### config.mk
export PLATFORM = sky130hd
export DESIGN_NAME = com_rx_parse
export DESIGN_NICKNAME = d
export VERILOG_FILES = /design/src/rtl/com_rx_parse.sv
export SDC_FILE = /design/constraint.sdc
export NUM_CORES = 1
export LEC_CHECK = 0
export BUFFER_PORTS_ARGS = -buffer_cell sky130_fd_sc_hd__buf_4
export CORE_MARGIN = 5
export CORE_UTILIZATION = 57
export CTS_CLUSTER_SIZE = 10
export DETAILED_ROUTE_END_ITERATION = 8
export PLACE_DENSITY = 0.79
export SYNTH_ARGS = -nofsm -noshare
export SYNTH_HDL_FRONTEND = slang
export SYNTH_SLANG_ARGS = --single-unit
### constraint.sdc
create_clock -name clk -period 3.4 [get_ports clk]
set_input_delay 0.34 -clock clk [delete_from_list [all_inputs] [get_ports clk]]
set_output_delay 0.34 -clock clk [all_outputs]
set_load 0.01 [all_outputs]
### src/rtl/com_rx_parse.sv
// com_rx_parse: frames the link UART byte stream into command packets
// (0x55 0xAA TYPE LEN payload CHK), writes payload bytes to the command RAM,
// and presents each accepted packet to console_com via a ready/done handshake.
module com_rx_parse #(
  parameter int MAX_LEN = 16,
  parameter int TIMEOUT = 1000
) (
  input  logic       clk,
  input  logic       rst_n,
  input  logic [7:0] rx_data,
  input  logic       rx_valid,
  output logic       fs_com_read,
  input  logic       fd_com_read,
  output logic [3:0] com_btype,
  output logic [7:0] com_len,
  output logic       ram_wen,
  output logic [7:0] ram_addr,
  output logic [7:0] ram_data,
  output logic [7:0] err_cnt
);

  localparam int IW = (TIMEOUT > 1) ? $clog2(TIMEOUT) : 1;
  localparam logic [IW-1:0] IDLE_LAST = IW'(TIMEOUT - 1);
  localparam logic [7:0]    LEN_MAX   = 8'(MAX_LEN);

  typedef enum logic [2:0] {
    S_HEAD0, S_HEAD1, S_TYPE, S_LEN, S_DATA, S_CHK, S_DONE, S_ERR
  } state_t;

  state_t        r_state;
  state_t        w_next_state;

  logic [3:0]    r_type_sh;   // TYPE held until the checksum is confirmed
  logic [7:0]    r_len_sh;    // LEN held until the checksum is confirmed
  logic [7:0]    r_idx;       // payload byte index
  logic [7:0]    r_xor;       // running checksum
  logic [IW-1:0] r_idle;      // idle cycles since the last byte

  logic          r_fs_com_read;
  logic [3:0]    r_com_btype;
  logic [7:0]    r_com_len;
  logic          r_ram_wen;
  logic [7:0]    r_ram_addr;
  logic [7:0]    r_ram_data;
  logic [7:0]    r_err_cnt;

  logic          w_timed;
  logic          w_timeout;
  logic          w_wr_en;
  logic          w_accept;
  logic          w_err_inc;
  logic          w_fs_next;

  // Timeout only runs while a packet is being received, and a byte arriving
  // on the expiry cycle always wins over the timeout.
  assign w_timed   = (r_state == S_TYPE) || (r_state == S_LEN) ||
                     (r_state == S_DATA) || (r_state == S_CHK);
  assign w_timeout = w_timed && !rx_valid && (r_idle == IDLE_LAST);

  // State register
  always_ff @(posedge clk or negedge rst_n) begin
    if (!rst_n) begin
      r_state <= S_HEAD0;
    end else begin
      // NOTE: sequential state uses non-blocking assignments so every flop
      // samples pre-edge values regardless of block evaluation order.
      r_state <= w_next_state;
    end
  end

  // Next-state logic
  always_comb begin
    // NOTE: default first so every path assigns the signal and no latch is inferred.
    w_next_state = r_state;
    case (r_state)
      S_HEAD0: begin
        if (rx_valid && rx_data == 8'h55) w_next_state = S_HEAD1;
      end
      S_HEAD1: begin
        if (rx_valid) begin
          if (rx_data == 8'hAA)      w_next_state = S_TYPE;
          else if (rx_data != 8'h55) w_next_state = S_HEAD0;
        end
      end
      S_TYPE: begin
        if (rx_valid) w_next_state = (rx_data[7:4] != 4'h0) ? S_ERR : S_LEN;
      end
      S_LEN: begin
        if (rx_valid) begin
          if (rx_data > LEN_MAX)     w_next_state = S_ERR;
          else if (rx_data == 8'h00) w_next_state = S_CHK;
          else                       w_next_state = S_DATA;
        end
      end
      S_DATA: begin
        if (rx_valid && r_idx == r_len_sh - 8'd1) w_next_state = S_CHK;
      end
      S_CHK: begin
        if (rx_valid) w_next_state = (rx_data == r_xor) ? S_DONE : S_ERR;
      end
      S_DONE: begin
        if (fd_com_read) w_next_state = S_HEAD0;
      end
      S_ERR: begin
        w_next_state = S_HEAD0;
      end
      default: w_next_state = S_HEAD0;
    endcase
    if (w_timeout) w_next_state = S_ERR;
  end

  // Output decode: values that get registered on the next edge
  always_comb begin
    w_wr_en   = (r_state == S_DATA) && rx_valid;
    w_accept  = (r_state == S_CHK) && rx_valid && (rx_data == r_xor);
    w_err_inc = (r_state == S_ERR) && (r_err_cnt != 8'hFF);
    w_fs_next = (w_next_state == S_DONE);
  end

  // Packet bookkeeping: shadows, payload index, checksum and idle counter
  always_ff @(posedge clk or negedge rst_n) begin
    if (!rst_n) begin
      r_type_sh <= 4'h0;
      r_len_sh  <= 8'h00;
      r_idx     <= 8'h00;
      r_xor     <= 8'h00;
      r_idle    <= '0;
    end else begin
      if (r_state == S_TYPE && rx_valid) r_type_sh <= rx_data[3:0];
      if (r_state == S_LEN && rx_valid) begin
        r_len_sh <= rx_data;
        r_idx    <= 8'h00;
      end
      if (w_wr_en) r_idx <= r_idx + 8'd1;

      if (r_state == S_HEAD1) begin
        r_xor <= 8'h00;
      end else if (rx_valid && (r_state == S_TYPE || r_state == S_LEN ||
                                r_state == S_DATA)) begin
        r_xor <= r_xor ^ rx_data;
      end

      if (!w_timed || rx_valid) r_idle <= '0;
      else                      r_idle <= r_idle + 1'b1;
    end
  end

  // Registered outputs: RAM write port, handshake, packet descriptor, error count
  always_ff @(posedge clk or negedge rst_n) begin
    if (!rst_n) begin
      r_fs_com_read <= 1'b0;
      r_com_btype   <= 4'h0;
      r_com_len     <= 8'h00;
      r_ram_wen     <= 1'b0;
      r_ram_addr    <= 8'h00;
      r_ram_data    <= 8'h00;
      r_err_cnt     <= 8'h00;
    end else begin
      r_fs_com_read <= w_fs_next;
      r_ram_wen     <= w_wr_en;
      if (w_wr_en) begin
        r_ram_addr <= r_idx;
        r_ram_data <= rx_data;
      end
      if (w_accept) begin
        r_com_btype <= r_type_sh;
        r_com_len   <= r_len_sh;
      end
      if (w_err_inc) r_err_cnt <= r_err_cnt + 8'd1;
    end
  end

  assign fs_com_read = r_fs_com_read;
  assign com_btype   = r_com_btype;
  assign com_len     = r_com_len;
  assign ram_wen     = r_ram_wen;
  assign ram_addr    = r_ram_addr;
  assign ram_data    = r_ram_data;
  assign err_cnt     = r_err_cnt;

endmodule

Yosys cells after proc, flatten, opt, wreduce, memory -nomap -nowiden
Index checks and enable logic that the tools add are counted.
Widths: inputs -> output; s select.
- bits in registers: 79
- output and inout bits: 38
- reduce and logical (&&, ||, !) cells: 22
- $lt $le $gt $ge: 1
- add/subtract/negate cells: 4
- equality and inequality tests: 15
- muxes and demuxes: 20
- bitwise gates (word level): 1
- operators by type and width (cell ; count):
    $mux 3 ; 11
    $mux 8 ; 4
    $pmux 3 s8 ; 1
    $add 8x1->8 const B ; 2
    $eq 8x8->1 ; 2
    $eq 3x3->1 const B ; 5
    $logic_and 1x1->1 ; 11
    $add 10x1->10 const B ; 1
    $eq 10x10->1 const B ; 1
    $mux 10 ; 1
    $eq 8x7->1 const B ; 1
    $eq 8x8->1 const B ; 1
    $gt 8x5->1 const B ; 1
    $logic_not 8->1 ; 1
    $ne 8x7->1 const B ; 1
    $ne 8x8->1 const B ; 1
    $sub 8x1->8 const B ; 1
    $xor 8x8->8 ; 1
    $eq 3x2->1 const B ; 2
    $logic_or 1x1->1 ; 4
    $reduce_bool 2->1 ; 2
    $reduce_bool 4->1 ; 1
    $eq 3x1->1 const B ; 1
    $logic_not 3->1 ; 1
    3 further kinds ; 5

Logic depth before layout (Yosys ltp)
Gate-level depths: netlist of run 1.
- depth in word-level cells: 8
- mapped depth: 7

Worst setup path before layout of run 1
OpenSTA, ideal clock, no wires.
- kind: input-to-reg
- from: input rx_data[0]
- to: register r_com_btype[0], in the netlist com_btype[0]
- setup slack: 1.554 ns
- stages on the path: 6
- arrival: 1.721 ns
- required time: 3.275 ns
- cell sequence: clkbuf_1 > xnor2_1 > nand2_1 > nor4_2 > buf_4 > mux2_2
- cells in the longest elaborated chain, start to end: 2
- RTL lines (what ; line ; source):
    from (decl) ; 10 ; input logic [7:0] rx_data,
    $eq 8x8->1 ; 115 ; w_accept = (r_state == S_CHK) && rx_valid && (rx_data == r_xor);
    $logic_and 1x1->1 ; 115 ;
    to (signal assigned) ; 166 ; r_com_btype <= r_type_sh;
    to (decl) ; 40 ; logic [3:0] r_com_btype;
Every way passes these cells.
A chain may end at the register's enable or synchronous reset.

Worst setup path in the final report of run 1
- from: register r_state[2]
- to: register r_idx[6]
- cells in the longest elaborated chain, start to end: 3
- elaborated cells on any way between the ends: 6
- RTL lines (what ; line ; source):
    from (decl) ; 30 ; state_t r_state;
    from (signal assigned) ; 67 ; r_state <= w_next_state;
    $eq 3x3->1 or $eq 3x2->1 (tied branches) ; 114, 130 ;
    $logic_and 1x1->1 (on tied branches) ; 114, 130 ;
    $mux 8 or $reduce_bool 2->1 (tied branches) ; -- ;
    to (signal assigned) ; 134 ; if (w_wr_en) r_idx <= r_idx + 8'd1;
    to (decl) ; 35 ; logic [7:0] r_idx;
Several ways; a longest one is shown, not always the timed one.

==> results.cfg, run 1 <==
[final_layout]
utilization_pct = 68.2
drive_above_1_share_pct = 30.8
antenna_cells = 0
nets = 388
synthToLayoutAreaGrowth_pct = 15.1

[floorplan]
rows = 29
die_w_um = 91.5
start_util_pct = 59.2
die_y_um = 91.5
dieArea_sq_um = 8360
ioPinCount = 50
core-area_sq_um = 6390

[timing]
hold_viol_final = 0
setup_violations = 0
rsz0062_at_grt = no
layout_min_cycle_time_ns = 2.13
fin_crit_sh_pct = 62.7
skew_ns = 0.0130
worst_pin_slew_ns = 0.961
maxSlewHeadroom_pct = 35.9
fin_tns_setup_ns = 0
max_freq_ghz = 0.469
drv_slew = 0

[detailed_routing]
drc = 0
dr.pass1.iters = 4
wl_per_cell_um = 16.2
wl_um = 7350
drtAntennaViolNets = 0
vias_per_cell = 5.70
vias = 2586
drt_iter0_markers = 236

[worst_setup_path]
path_cells = and4bb_2 > nand4_1 > or2_2 > nand3_1 > o21ai_0
r2r_setup_slack_ns = 1.27
reg2reg_from = r_state[2]
end_kind = register
worstPathRequired_ns = 3.62
crit_fanout = 26
max_stage_delay_ns = 0.69
rr_endpoint = r_idx[6]
critPathSlowestCell = and4bb_2
setup.worst_path.start_class = register
path_class = register to register
crit_arrival_ns = 2.35
reg2reg_depth = 5

[hold_path]
hold_class = input pin to asynchronous set/reset pin

[clock_tree]
clk_latency_ns = 0.35
cts-resized-gates = 0
htreeDepth = 3
cts_sinks = 79
cts_tree = built
cts_inserted_buffers = 9
cts-root-buf = clkbuf_8
cts_setup_buffers = 0
clockBufferDepth = 2
clkTransAtPathRegs_ns = 0.08
cts_hold_buf = 0

[synth]
async_flop_share_pct = 100
ys_top_cells_by_area = dfrtp_1 (52%), mux2_2 (12%), xor2_1 (5.6%)
synth_area_sq_um = 3780
syn_inst = 330
synth.distinct_cells = 49
avgSynthCellArea_sq_um = 11.5
ys.flop_type = dfrtp_1
synth_most_common_cell = dfrtp_1
synth_nets = 346
synth_top_cell_area_share_pct = 52.3
synth_edf_count = 0
ys_ff_latch = 79
yosysTopAreaCell = dfrtp_1
ys_seq_area_share_pct = 52.3
synth_warnings = 0
ys_top_cells_by_count = dfrtp_1 (79), mux2_2 (41), nand2_1 (27)

[power_and_ir_drop]
ir_drop_uv = 552
p_leak_nw = 2.05
powerDensity_nw_per_um2 = 707
power.total_mw = 3.08

[placement]
hpwlAfterDp_um = 5050
gp_congestion = 0.861
port_buffers = 49

[run]
drv_cap = 0

[grt]
grt_pass1_vias = 2574
grt_overflow = 0
grtUsageTotal_pct = 18.6
grt_max_degree = 80
antenna_found_initial = 0
grt_first_pass_wirelength_um = 12700

[outcome]
status = completed
[layer usage]
layer	part of all wire [%]	GRT usage, %	wire length (um)
met5	0	0	0
met4	1.4	7.09	103
met3	4.2	4.55	306
met2	45	27.3	3330
met1	49	26.8	3600
[worst max-delay path: cells and delay by family (launching register included)]
kind             cells  cell delay (ns)
flip-flops           1             0.59
AND/OR/NAND/NOR      4             1.30
AO/OA/AOI/OAI        1             0.11
[sequential cells by signal, indices dropped and copies added, names as in the netlist]
name,cells
r_idle,10
com_len,8
err_cnt,8
r_idx,8
r_len_sh,8
r_xor,8
ram_addr,8
ram_data,8
com_btype,4
r_type_sh,4
r_state,3
fs_com_read,1
ram_wen,1
[worst max-delay path by stage]
stage | end | start
after CTS | r_idx[6] | r_state[2]
after global routing | r_idx[6] | r_state[0]
after floorplan | com_btype[0] | rx_data[0]
after global placement | fs_com_read | r_state[2]
final | r_idx[6] | r_state[2]
after detailed placement | r_idx[6] | r_state[0]
[stage by stage]
step                hold slack (ns)  instance area (sq um)  instances  worst slack [ns]
global placement              0.478                   4150        438              1.36
CTS                           0.186                   4350        454              1.28
finish                        0.126                   4350        454              1.27
global route                  0.241                   4350        454              1.09
floorplan                    0.0444                   3780        330              1.55
detailed placement            0.475                   4150        438              1.29
[cell type report]
type	count	area, sq um
timing repair buffer	50	375
sequential	79	1980
multi-input combinational	228	1690
tap	77	96.3
clock inverter	5	57.6
fill	476	2030
inverter	4	15.0
clock buffer	11	141
[kinds of logic after synthesis]
kind of cell,after synthesis,share of synthesized area (%)
buf+inv,23,3.04
flops,79,52.3
compound gates,30,5.69
mux,43,12.7
xor+xnor,43,10.2
fa+ha+maj,4,1.32
simple gates,108,14.8
[where the power goes]
part | internal (mW) | leakage [nW] | total (mW) | switching (mW)
Sequential | 1.16 | 1.05 | 1.41 | 0.248
Combinational | 0.505 | 0.894 | 0.969 | 0.464
Clock | 0.360 | 0.103 | 0.701 | 0.341
Total | 2.03 | 2.05 | 3.08 | 1.05
[placed cells by master, fill, tap and decap left out, types with 2 or more instances in the layout]
master     count
mux2i_1        2
o2111ai_1      3
inv_1          4
nand2b_1       3
clkinv_4       2
nor2_1        24
and3_1         2
nand2_1       27
a22o_1         3
xor2_1        24
clkbuf_8      10
clkinv_2       2
nor2b_1        4
or3_1          3
a21oi_1        2
dfrtp_1       79
nor4_1         4
mux2_2        41
o21ai_0       10
nand3_1       20
ha_1           4
or2_2          2
xnor2_1       18
nand4_1        6
a31oi_1        3
buf_4         50
nor3_1         3
No activity file was read; power rests on OpenSTA's default activity.
==> run 2: changes to the inputs <==
Clock period 3.4 ns to 2.1 ns, I/O delays scaled along.
==> results.cfg, run 2 (same netlist as run 1, synthesis figures left out) <==
[floorplan]
die_w_um = 91.5
rows = 29
die_y_um = 91.5
ioPinCount = 50
start_util_pct = 59.2
core-area_sq_um = 6390
dieArea_sq_um = 8360

[final_layout]
multiInputGateArea_sq_um = 1690
synthToLayoutAreaGrowth_pct = 18.0
largest_register = r_idle
ff_latch_area_sq_um = 1980
largest_register_ffs = 10
final_cell_mix = dfrtp_1 (79), buf_4 (59), mux2_2 (41)
mostFrequentLayoutCell = dfrtp_1
nets = 398
antenna_cells = 0
drive_above_1_share_pct = 32.2
fillerInstances = 477

[timing]
drv_slew = 0
setup_violations = 0
rsz0062_at_grt = no
max_freq_ghz = 0.514
layout_min_cycle_time_ns = 1.94
fin_tns_setup_ns = 0
skew_ns = 0.00613
fin_crit_sh_pct = 92.6
layout_setup_ws_ns = 0.155
hold_viol_final = 0
hold_ws_ns = 0.180
maxSlewHeadroom_pct = 60.5
worst_pin_slew_ns = 0.591

[grt]
grtUsageTotal_pct = 19.8
grt_max_degree = 43
grt_first_pass_wirelength_um = 13400
antenna_found_initial = 0
grt_overflow = 0
grt_pass1_vias = 2687

[detailed_routing]
vias = 2609
dr.pass1.iters = 4
wl_um = 7660
vias_per_cell = 5.65
wl_per_cell_um = 16.6
drtAntennaViolNets = 0
drt_iter0_markers = 183
drc = 0

[placement]
port_buffers = 49
gp_congestion = 0.900
hpwlAfterDp_um = 5470
dp_slack_ns = 0.183

[power_and_ir_drop]
p_leak_nw = 2.11
ir_drop_uv = 816
powerDensity_nw_per_um2 = 1180
power.total_mw = 5.27

[clock_tree]
cts_tree = built
cts_sinks = 79
htreeDepth = 3
clk_latency_ns = 0.34
clkTransAtPathRegs_ns = 0.08
clockBufferDepth = 2
cts-root-buf = clkbuf_8
cts-resized-gates = 0
cts_inserted_buffers = 9
cts_hold_buf = 1
cts_setup_buffers = 0

[worst_setup_path]
reg2reg_depth = 6
worstPathRequired_ns = 2.37
end_kind = register
path_cells = inv_1 > ha_1 > xor2_1 > or3_1 > a2111oi_2 > a31o_1
crit_fanout = 6
path_class = register to register
max_stage_delay_ns = 0.43
crit_arrival_ns = 2.22
critPathSlowestCell = dfrtp_1
setup.worst_path.start_class = register

[run]
drv_cap = 0

[outcome]
status = completed

[hold_path]
hold_class = input pin to register
whs_path_depth = 2
run 2: cell count changes in the layout (fill, tap and decap cells not counted):
cell / previous run / this run
buf_4: 50 / 59
bufinv_16: 1 / 3
clkinv_4: 2 / 0
clkbuf_1: 1 / 0
clkinv_2: 2 / 1
dlygate4sd3_1: 0 / 1
run 2: path summary, 6_finish.rpt:
check                            start          end  slack, ns
max                        r_len_sh[1]   r_state[0]       0.16
min                         rx_data[7]  ram_data[7]       0.18
max reg2reg                r_len_sh[1]   r_state[0]       0.16
min reg2reg                  r_idle[0]    r_idle[0]       0.49
max in group asynchronous        rst_n  r_len_sh[6]       1.08
min in group asynchronous        rst_n  ram_data[5]       0.38
run 2: metrics by stage:
| step | instance area, sq um | cells | utilization (%) |
|---|---|---|---|
| finish | 4460 | 462 | 69.9 |
| global route | 4460 | 462 | 69.9 |
| floorplan | 3780 | 330 | - |
| global placement | 4220 | 447 | 66.1 |
| CTS | 4460 | 462 | 69.9 |
| detailed placement | 4220 | 447 | 66.1 |
run 2: report_power, final:
part	internal (mW)	leakage (nW)	switching (mW)	total [mW]
Clock	0.807	0.118	0.510	1.32
Combinational	0.871	0.941	0.843	1.71
Sequential	1.88	1.05	0.362	2.24
Total	3.56	2.11	1.71	5.27
run 2: per-layer routing:
metal / vias to the layer above / GRT usage (%) / part of all wire [%]
met1: 1280 / 27.5 / 46
met5: - / 0 / 0
li1: 1251 / - / -
met2: 65 / 29.9 / 47
met3: 13 / 4.88 / 5.3
met4: 0 / 8.07 / 1.9
run 2: cell type report:
cell class	instances	area share, %
inverter	4	0.336
timing repair buffer	60	10.1
sequential	79	44.3
clock buffer	10	3.08
clock inverter	4	2.13
multi-input combinational	228	37.9
tap	77	2.16
run 2: critical path: cells and delay by family, from the launching register on:
kind,cells,cell delay [ns]
fa+ha+maj,1,0.26
xor+xnor,1,0.19
buf+inv,1,0.07
compound gates,2,0.55
flops,1,0.43
simple gates,1,0.38
==> run 3: changes to the inputs <==
Settings changed: BUFFER_PORTS_ARGS -buffer_cell sky130_fd_sc_hd__buf_4 to not set, DONT_BUFFER_PORTS set to 1, PLACE_DENSITY 0.79 to 0.72.
==> results.cfg, run 3 (same netlist as run 1, synthesis figures left out) <==
[outcome]
status = completed

[worst_setup_path]
worstPathRequired_ns = 2.40
crit_fanout = 6
rr_endpoint = r_state[0]
reg2reg_depth = 6
r2r_setup_slack_ns = 0.19
end_kind = register
path_cells = inv_1 > ha_1 > xor2_1 > or3_1 > a2111oi_2 > a31o_1
critPathLaunch = r_len_sh[1]
crit_arrival_ns = 2.21
endpoint = r_state[0]
setup.worst_path.start_class = register
critPathSlowestCell = dfrtp_1
max_stage_delay_ns = 0.43
path_class = register to register
reg2reg_from = r_len_sh[1]

[timing]
rsz0062_at_grt = no
maxSlewHeadroom_pct = 58.7
max_freq_ghz = 0.523
fin_tns_setup_ns = 0
skew_ns = 0.00812
setup_violations = 0
fin_crit_sh_pct = 91.0
drv_slew = 0
layout_min_cycle_time_ns = 1.91
hold_ws_ns = 0.0191
hold_viol_final = 0
worst_pin_slew_ns = 0.618

[placement]
gp_congestion = 0.872
port_buffers = 0
hpwlAfterDp_um = 4920

[floorplan]
rows = 29
dieArea_sq_um = 8360
die_w_um = 91.5
start_util_pct = 59.2
ioPinCount = 50
core-area_sq_um = 6390
die_y_um = 91.5

[final_layout]
largest_register_ffs = 10
nets = 358
largest_register = r_idle
fillerInstances = 482
antenna_cells = 0
utilization_pct = 65.5
final_cell_mix = dfrtp_1 (79), mux2_2 (41), nand2_1 (27)
synthToLayoutAreaGrowth_pct = 10.6
drive_above_1_share_pct = 21.9
mostFrequentLayoutCell = dfrtp_1

[power_and_ir_drop]
p_leak_nw = 1.88
switchingPower_mw = 1.69
p_sw_share_pct = 34.8
combPwrFrac_pct = 28.1
p_int_mw = 3.17
powerDensity_nw_per_um2 = 1160
p_clk_share_pct = 23.9
power.total_mw = 4.87
seq_power_share_pct = 48.0
ir_drop_uv = 921

[clock_tree]
clkTransAtPathRegs_ns = 0.08
cts_sinks = 79
cts-root-buf = clkbuf_8
cts_setup_buffers = 0
cts_tree = built
clk_latency_ns = 0.35
clockBufferDepth = 2
cts_hold_buf = 10
htreeDepth = 3
cts_inserted_buffers = 9
cts-resized-gates = 0

[grt]
grtUsageTotal_pct = 19.0
grt_pass1_vias = 2412
grt_overflow = 0
antenna_found_initial = 0
grt_first_pass_wirelength_um = 12600
grt_max_degree = 80

[detailed_routing]
dr.pass1.iters = 4
drtAntennaViolNets = 0
drt_iter0_markers = 202
vias_per_cell = 5.79
wl_um = 7500
drc = 0
wl_per_cell_um = 17.7
vias = 2453

[run]
drv_cap = 0

[hold_path]
hold_class = input pin to register
-- run 3: per-stage QoR --
stage	cell area (sq um)	worst slack (ns)	instances
2_1_floorplan	3780	0.266	330
3_3_place_gp	3840	0.245	396
3_5_place_dp	3840	0.208	396
4_1_cts	4160	0.188	422
5_1_grt	4180	0.0840	424
6_report	4180	0.189	424
-- run 3: cell type report --
cell class              instances  area (sq um)  share of cell area, %
clock buffers                  10           138                   3.29
clock inverters                 6          67.6                   1.62
inverters                       4          15.0                  0.359
multi-input cells             228          1690                   40.4
flip-flops and latches         79          1980                   47.3
well taps                      77          96.3                   2.30
repair buffers                 20           198                   4.73
-- run 3: metal layers --
layer / wire (um) / global-route usage [%] / vias up
met5: 0 / 0 / -
met4: 148 / 8.44 / 0
met3: 717 / 6.20 / 13
met2: 3130 / 24.8 / 81
met1: 3500 / 28.4 / 1191
li1: - / - / 1168
-- run 3: critical path, delay by kind of cell (launching register included) --
family / cells / cell delay, ns
AOI/OAI and AO/OA: 2 / 0.54
xor gates and xnor gates: 1 / 0.19
adders and majority gates: 1 / 0.26
buffers and inverters: 1 / 0.06
DFF: 1 / 0.43
and+or+nand+nor: 1 / 0.37
-- run 3: power groups by stage --
stage                     sequential [mW]  combinational, mW  clock (mW)
final                                2.34               1.37        1.16
after global routing                 2.40               1.54        1.27
after global placement               2.35               1.27           0
after detailed placement             2.36               1.30           0
after floorplan                      2.24               1.14           0
after CTS                            2.34               1.37        1.19
-- run 3: worst min-delay path by stage --
stage                    start      endpoint  cells past startpoint
floorplan                rst_n  com_btype[0]                      0
global placement         rst_n    com_len[3]                      0
detailed placement       rst_n    com_len[5]                      0
CTS                 rx_data[1]   ram_data[1]                      1
global route        rx_data[6]   ram_data[6]                      1
finish              rx_data[6]   ram_data[6]                      1
